$ cat config.mk
export PLATFORM = sky130hd
export DESIGN_NAME = rr_req_buffer
export DESIGN_NICKNAME = d
export VERILOG_FILES = /design/src/rtl/rr_req_buffer.sv
export SDC_FILE = /design/constraint.sdc
export NUM_CORES = 1
export LEC_CHECK = 0
export BUFFER_PORTS_ARGS = -buffer_cell sky130_fd_sc_hd__buf_4
export CORE_AREA = 2 2 123 125
export CTS_CLUSTER_DIAMETER = 30
export CTS_CLUSTER_SIZE = 40
export DETAILED_ROUTE_END_ITERATION = 8
export DIE_AREA = 0 0 125 127
export PLACE_DENSITY_LB_ADDON = 0.3
export SLEW_MARGIN = 20
export SYNTH_ARGS = -nofsm -noshare
export SYNTH_HDL_FRONTEND = slang
export SYNTH_SLANG_ARGS = --single-unit
$ cat constraint.sdc
create_clock -name clk -period 2.9 [get_ports clk]
set_clock_uncertainty 0.2 [all_clocks]
set_input_delay 0.58 -clock clk [delete_from_list [all_inputs] [get_ports clk]]
set_output_delay 0.58 -clock clk [all_outputs]
set_load 0.02 [all_outputs]
$ cat src/rtl/rr_req_buffer.sv
// Four independent per-channel circular request queues drained by an external
// round-robin arbiter grant; popped entries are delivered one cycle later.
module rr_req_buffer #(
  parameter int unsigned DW    = 8,
  parameter int unsigned DEPTH = 4,
  localparam int unsigned PW   = $clog2(DEPTH),
  localparam int unsigned LW   = PW + 1
) (
  input  logic            clk,
  input  logic            reset,
  input  logic [3:0]      in_valid,
  output logic [3:0]      in_ready,
  input  logic [4*DW-1:0] in_data,
  output logic [3:0]      req,
  input  logic [3:0]      grant,
  output logic            out_valid,
  output logic [DW-1:0]   out_data,
  output logic [1:0]      out_id,
  output logic [4*LW-1:0] level,
  output logic            grant_err
);

  logic [DW-1:0] r_mem   [4][DEPTH];
  logic [PW-1:0] r_wptr  [4];
  logic [PW-1:0] r_rptr  [4];
  logic [LW-1:0] r_level [4];

  logic [3:0] w_push;
  logic [3:0] w_pop;
  logic       w_multi;
  logic       w_onehot;
  logic [1:0] w_pop_id;

  // Ready/req come from registered occupancy only, so a full queue refuses a
  // push even when it is popped in the same cycle.
  always_comb begin
    w_multi  = (grant & (grant - 4'd1)) != 4'd0;
    w_onehot = (grant != 4'd0) && !w_multi;
    w_pop_id = 2'd0;
    in_ready = 4'd0;
    req      = 4'd0;
    w_push   = 4'd0;
    w_pop    = 4'd0;
    level    = '0;
    for (int i = 0; i < 4; i++) begin
      in_ready[i]           = r_level[i] != LW'(DEPTH);
      req[i]                = r_level[i] != LW'(0);
      w_push[i]             = in_valid[i] && in_ready[i];
      w_pop[i]              = w_onehot && grant[i] && req[i];
      level[i*LW +: LW]     = r_level[i];
      if (grant[i]) w_pop_id = 2'(i);
    end
  end

  always_ff @(posedge clk or posedge reset) begin
    if (reset) begin
      for (int i = 0; i < 4; i++) begin
        r_wptr[i]  <= '0;
        r_rptr[i]  <= '0;
        r_level[i] <= '0;
      end
      out_valid <= 1'b0;
      out_data  <= '0;
      out_id    <= 2'd0;
      grant_err <= 1'b0;
    end else begin
      for (int i = 0; i < 4; i++) begin
        if (w_push[i]) r_wptr[i] <= r_wptr[i] + PW'(1);
        if (w_pop[i])  r_rptr[i] <= r_rptr[i] + PW'(1);
        r_level[i] <= r_level[i] + LW'(w_push[i]) - LW'(w_pop[i]);
      end
      out_valid <= |w_pop;
      if (|w_pop) begin
        out_data <= r_mem[w_pop_id][r_rptr[w_pop_id]];
        out_id   <= w_pop_id;
      end
      grant_err <= grant_err | w_multi;
    end
  end

  // Payload storage is not reset; stale contents are unreachable once levels clear.
  always_ff @(posedge clk) begin
    for (int i = 0; i < 4; i++) begin
      if (w_push[i]) r_mem[i][r_wptr[i]] <= in_data[i*DW +: DW];
    end
  end

endmodule

* Word-level counts from Yosys, hierarchy flattened
Memories as Yosys holds them, arrays and structs flattened.
Cells that the tools add are included.
** Storage, ports and cells
- Bits of input ports :: 42
- Bits in registers :: 40
- Memories :: 1
- Bits in writable memories :: 128
- Logic and storage cells :: 106
- Output and inout port bits :: 32
** Cells by class
- Multiplexer cells :: 25
- $add $sub $neg :: 17
- $lt $le $gt $ge :: 10
- Equality and inequality tests :: 4
- Bitwise logic cells :: 8
- Reduce and logical (&&, ||, !) cells :: 25
** Memory list
- r_mem :: depth 4, bits a word 32, rd ports 1, clocked after memory_dff 0, write ports 4, RTL line 23 : logic [DW-1:0] r_mem [4][DEPTH];
** Operator list (count)
- two-way mux 32 bit :: 4
- demux 8 bit (select 2 bit) :: 4
- two-way mux 8 bit :: 6
- greater-or-equal comparator 3 bit, second input constant :: 6
- NOT 2 -> 3 bit :: 6
- logical AND 1 bit :: 17
- adder 2 x 1 -> 2 bit, second input constant :: 8
- binary-select mux 8 bit (select 2 bit) :: 1
- adder 3 x 1 -> 3 bit :: 4
- < comparator 3 x 1 -> 1 bit, second input constant :: 4
- != test 3 bit, second input constant :: 4
- nonzero test 3 bit :: 4
- subtractor 3 x 1 -> 3 bit :: 4
- two-way mux 2 bit :: 4
- nonzero test 4 bit :: 2
- two-way mux 1 bit :: 5
- AND 4 bit :: 1
- binary-select mux 2 bit (select 2 bit) :: 1
- OR reduction 4 bit :: 1
- subtractor 4 x 1 -> 4 bit, second input constant :: 1
- logical NOT 1 bit :: 1
- bitwise OR 1 bit :: 1

* Logic depth before layout (Yosys ltp)
- Depth after elaboration :: 11
- Gate-level depth with buffers :: 12

* Worst setup path before layout
Ideal clock, no wire load.
- Path kind :: input to register
- Start point :: input grant[3]
- End point :: register r_level (netlist bit level[8])
- Stages on the path :: 11
- Data arrival time :: 2.601 ns
- Setup slack :: -0.024 ns
- Path buffers :: 1
- Data required time :: 2.577 ns
- Path through :: buf_4 -> nor2_2 -> mux2i_1 -> o21ai_2 -> and3_1 -> ha_1 -> inv_1 -> ha_1 -> fa_1 -> xnor2_1 -> xnor2_1
** Between the ends
- Longest elaborated chain between the ends :: 8
- Elaborated cells between the ends (all ways) :: 9
- Classes of those cells :: 2 x add/sub; 1 x bitwise; 6 x reduce/logical
** RTL lines
- from (decl) :: RTL line 15 : input logic [3:0] grant,
- subtractor 4 x 1 -> 4 bit :: RTL line 37 : w_multi = (grant & (grant - 4'd1)) != 4'd0;
- AND 4 bit :: RTL line 37
- nonzero test 4 bit :: RTL line 37
- logical NOT 1 bit :: RTL line 38 : w_onehot = (grant != 4'd0) && !w_multi;
- logical AND 1 bit * :: RTL line 38
- logical AND 1 bit * (2 in series) :: RTL line 49 : w_pop[i] = w_onehot && grant[i] && req[i];
- net w_pop[2] :: RTL line 29 : logic [3:0] w_pop;
- subtractor 3 x 1 -> 3 bit * :: RTL line 70 : r_level[i] <= r_level[i] + LW'(w_push[i]) - LW'(w_pop[i]);
- to (signal, indexed assignment) :: RTL line 70
- to (decl) :: RTL line 26 : logic [LW-1:0] r_level [4];
The timed path passes the listed nets; every way through them passes the cells marked *.
A chain may end at the register's enable or synchronous reset.

* Worst setup path in the final report
- Start point :: register r_level (netlist bit level[7])
- End point :: register r_level (netlist bit level[8])
** Between the ends
- Elaborated cells between the ends (all ways) :: 6
- Classes of those cells :: 2 x add/sub; 1 x eq/ne; 3 x reduce/logical
** RTL lines
- nonzero test 3 bit :: RTL line 47 : req[i] = r_level[i] != LW'(0);
- logical AND 1 bit :: RTL line 49
- net w_pop[2] :: RTL line 29
- subtractor 3 x 1 -> 3 bit :: RTL line 70
The timed path passes the listed nets, and every way through them passes these cells.

==> results.md <==
* Final critical-path share of the clock period at 0.886
* Number of global-route vias before repair at 4,205
* Die outline height at roughly 130 microns
* Maximum VDD drop at ~0.57 mV
* Number of antenna cells inserted at 0
* Global-route wire length before repair at 23,600 microns
* Remaining DRCs at 0
* Final hold vios at 0
* WL final at between 15,000 and 20,000 microns
* Post-Synthesis Cells at 443
* Clock tree from TritonCTS: built
* Reg2reg path depth at 8
* Post-cts gate resize count at 0
* Outcome: finished, final reports clean
* Number of max-slew violations in the final report at 0
* Max Root-Sink Buffers at 2
* Required time of the critical path at 3010 ps
* Count of state elements after synthesis at between 150 and 200
* Summed negative setup slack over all endpoints at 0 ps
* CP Max Fanout at 4
* Routed length per instance at 21.1 microns
* Minimum setup slack in the final design at around 330 ps
* Post-CTS setup-driven buffer insertion count at 0
* Routed vias at around 4,100
* Worst slew margin relative to its limit at 0.577
* Crit path cell chain: or3_1 > and3_1 > ha_1 > inv_1 > ha_1 > fa_1 > xnor2_1 > xnor2_1
* Vias per Instance at about 5.6
* Worst Hold Margin at 89.0 ps
* H-tree lvl count at 4
* CTS root buf: clkbuf_16
* Inserted Clock Buffers at 17
* Global route total overflow at 0
* Number of placement rows at 44
* Core Footprint at between 10,000 and 15,000 sq um
* Top-level port count at 74
* Worst slack, placed at 51.8 ps
* Netlist Area Pre-Place at ~7100 sq um
* Peak clock frequency supported by timing at 389 MHz
* Post-synthesis to final-layout area growth at 20.0%
* Classification of the worst-slack hold path: in -> async
* Post-synthesis sequential area ratio at 0.680
* Clock latency on the worst-skew pair at ~420 ps
* CTS sink count at 168
* Post-layout utilization of the core at 0.593
* Initial core utilization at 0.494
* RSZ-0062 raised after global routing: no
* Last weighted congestion value of the routability-driven placer at 0.804
* Worst Tran Pin Value at between 600 and 700 ps
* Worst setup path category: reg -> reg
* Fraction of layout cells with a size suffix above 1 at 0.303
* Detailed placer's ending HPWL at between 10,000 and 15,000 microns
* Worst setup slack for register-to-register paths at ~330 ps
* Final ANT Viol Nets at 0
* Number of endpoints failing setup at the final stage at 0
* YS warnings at 0
* Maximum number of pins on one net before global-route repair at just over 40
* Leakage component of the power at approximately 3.4 nW
* Global router's overall resource usage at 0.203
* Number of antenna violations at the first check in global routing at 0
* Time the final worst path needs with I/O delays and setup at about 2600 ps
* Per-instance average area after synthesis at ~16 sq um
* Cell Pwr Density at around 940 nW/um^2
* Top post-synthesis cells by area: edfxtp_1, dfrtp_1, mux2_2
* Net count of the mapped netlist at approximately 510
* Startpoint type of the worst setup path: register
* Floorplan die width at 125 microns
* Setup crit end kind: register
* Max_cap viols at 0
* Iteration-0 DRC count of the detailed router at ~540
* Top flip-flop cell by instance count after synthesis: edfxtp_1
* Critical path arrival at ~2700 ps
* Buffers on Ports at between 70 and 80
* Distinct cell type count after synthesis at 40
* Delay of the slowest cell on the worst path at ~450 ps
* Die area at about 16,000 sq um
* Cts-stage hold buffer count at 0
* Ys async rst share at 0.238
* Drt first pass iters at 6
* Cell type with the highest aggregate area in the netlist: edfxtp_1
* Fraction of synthesized cell area taken by the top area cell type at 0.540
* Largest delay share family, worst path: adder cells
* FF-to-FF End: level[8]$_DFF_PP0_
* Layout net count at between 500 and 600
* Clock slew seen by the registers of the worst setup and hold paths at roughly 60 ps
* Number of synthesized flops with an enable pin at approximately 130
* CP bufs+invs at 1
* Slowest CP cell: or3_1
* Launch instance of the worst register-to-register path: level[7]$_DFF_PP0_
metal layers:
layer  track usage  share of wire
met1         0.252           0.40
met2         0.338           0.50
met3        0.0503          0.060
met4        0.0941          0.033
met5             0              0
through the flow:
step	instance area, sq um	total power, mW	std cells
6_report	8550	8.04	726
4_1_cts	8550	8.12	726
5_1_grt	8550	8.48	726
2_1_floorplan	7130	5.00	443
3_5_place_dp	7970	5.91	694
3_3_place_gp	7970	5.81	694
worst max-delay path by stage:
stage	start	end	slack (ps)	depth (start not counted)
after floorplan	grant[3]	level[8]$_DFF_PP0_	20	12
after global placement	grant[2]	level[8]$_DFF_PP0_	120	11
after detailed placement	grant[2]	level[8]$_DFF_PP0_	50	11
after CTS	level[7]$_DFF_PP0_	level[8]$_DFF_PP0_	310	8
after global routing	level[7]$_DFF_PP0_	level[8]$_DFF_PP0_	200	8
final	level[7]$_DFF_PP0_	level[8]$_DFF_PP0_	330	8
cell type report:
type,count,area (sq um)
Clock buffer,19,433
Clock inverter,13,148
Fill cell,1104,5880
Inverter,28,105
Multi-Input combinational cell,228,2090
Sequential cell,168,4840
Tap cell,184,230
Timing Repair Buffer,86,696
where the power goes:
part | switching [mW] | internal, mW
combinational | 1.27 | 0.975
sequential | 0.318 | 3.28
clock | 0.922 | 1.28
flip-flops by register name, summed over array words and instances, names as in the netlist:
signal / count
out_valid: 1
out_data: 8
r_mem: 128
grant_err: 1
level: 12
r_rptr: 8
out_id: 2
r_wptr: 8
cell usage after synthesis (2+ instances only):
master and n:
o221ai_1 8, and3_1 19, buf_2 4, nand4_1 3
nand2b_1 9, clkbuf_1 10, buf_4 2, o21ai_0 5
nor2b_1 2, xnor2_1 14, dfrtp_1 40, buf_1 2
or3_1 4, ha_1 24, inv_1 27, fa_1 4
mux2_2 42, a222oi_1 24, nor3_1 2, mux2_1 5
xor2_1 7, nand2_1 14, a21oi_1 2, and2_1 4
nor2_1 5, mux2i_1 20, edfxtp_1 128
worst register-to-register path, stage by stage, from the launching register on:
cell and delay [ps]:
dfrtp_1 410, or3_1 450, and3_1 250, ha_1 280
inv_1 40, ha_1 180, fa_1 380, xnor2_1 140
xnor2_1 120
logic make-up (layout without fill, tap and decap cells):
kind of cell | after synthesis | count (layout) | share of synthesized area
AO/OA/AOI/OAI | 47 | 47 | 0.0608
flip-flops | 168 | 168 | 0.680
adder cells (fa/ha/maj) | 28 | 28 | 0.0534
AND/OR/NAND/NOR | 65 | 65 | 0.0499
buffers and inverters | 47 | 146 | 0.0276
multiplexers | 67 | 67 | 0.102
XOR/XNOR | 21 | 21 | 0.0258
cell usage in the layout, fill, tap and decap left out, drive strengths merged, types with 3 or more instances in the layout:
master    instances
a222oi           24
and2              4
and3             19
buf              86
clkbuf           19
clkinv            5
clkinvlp          3
dfrtp            40
edfxtp          128
fa                4
ha               24
inv              31
mux2             47
mux2i            20
nand2            14
nand2b            9
nand4             3
nor2              6
o21ai             6
o221ai            9
or3               4
xnor2            14
xor2              7
Note: power is estimated with default switching activity, not from simulation.
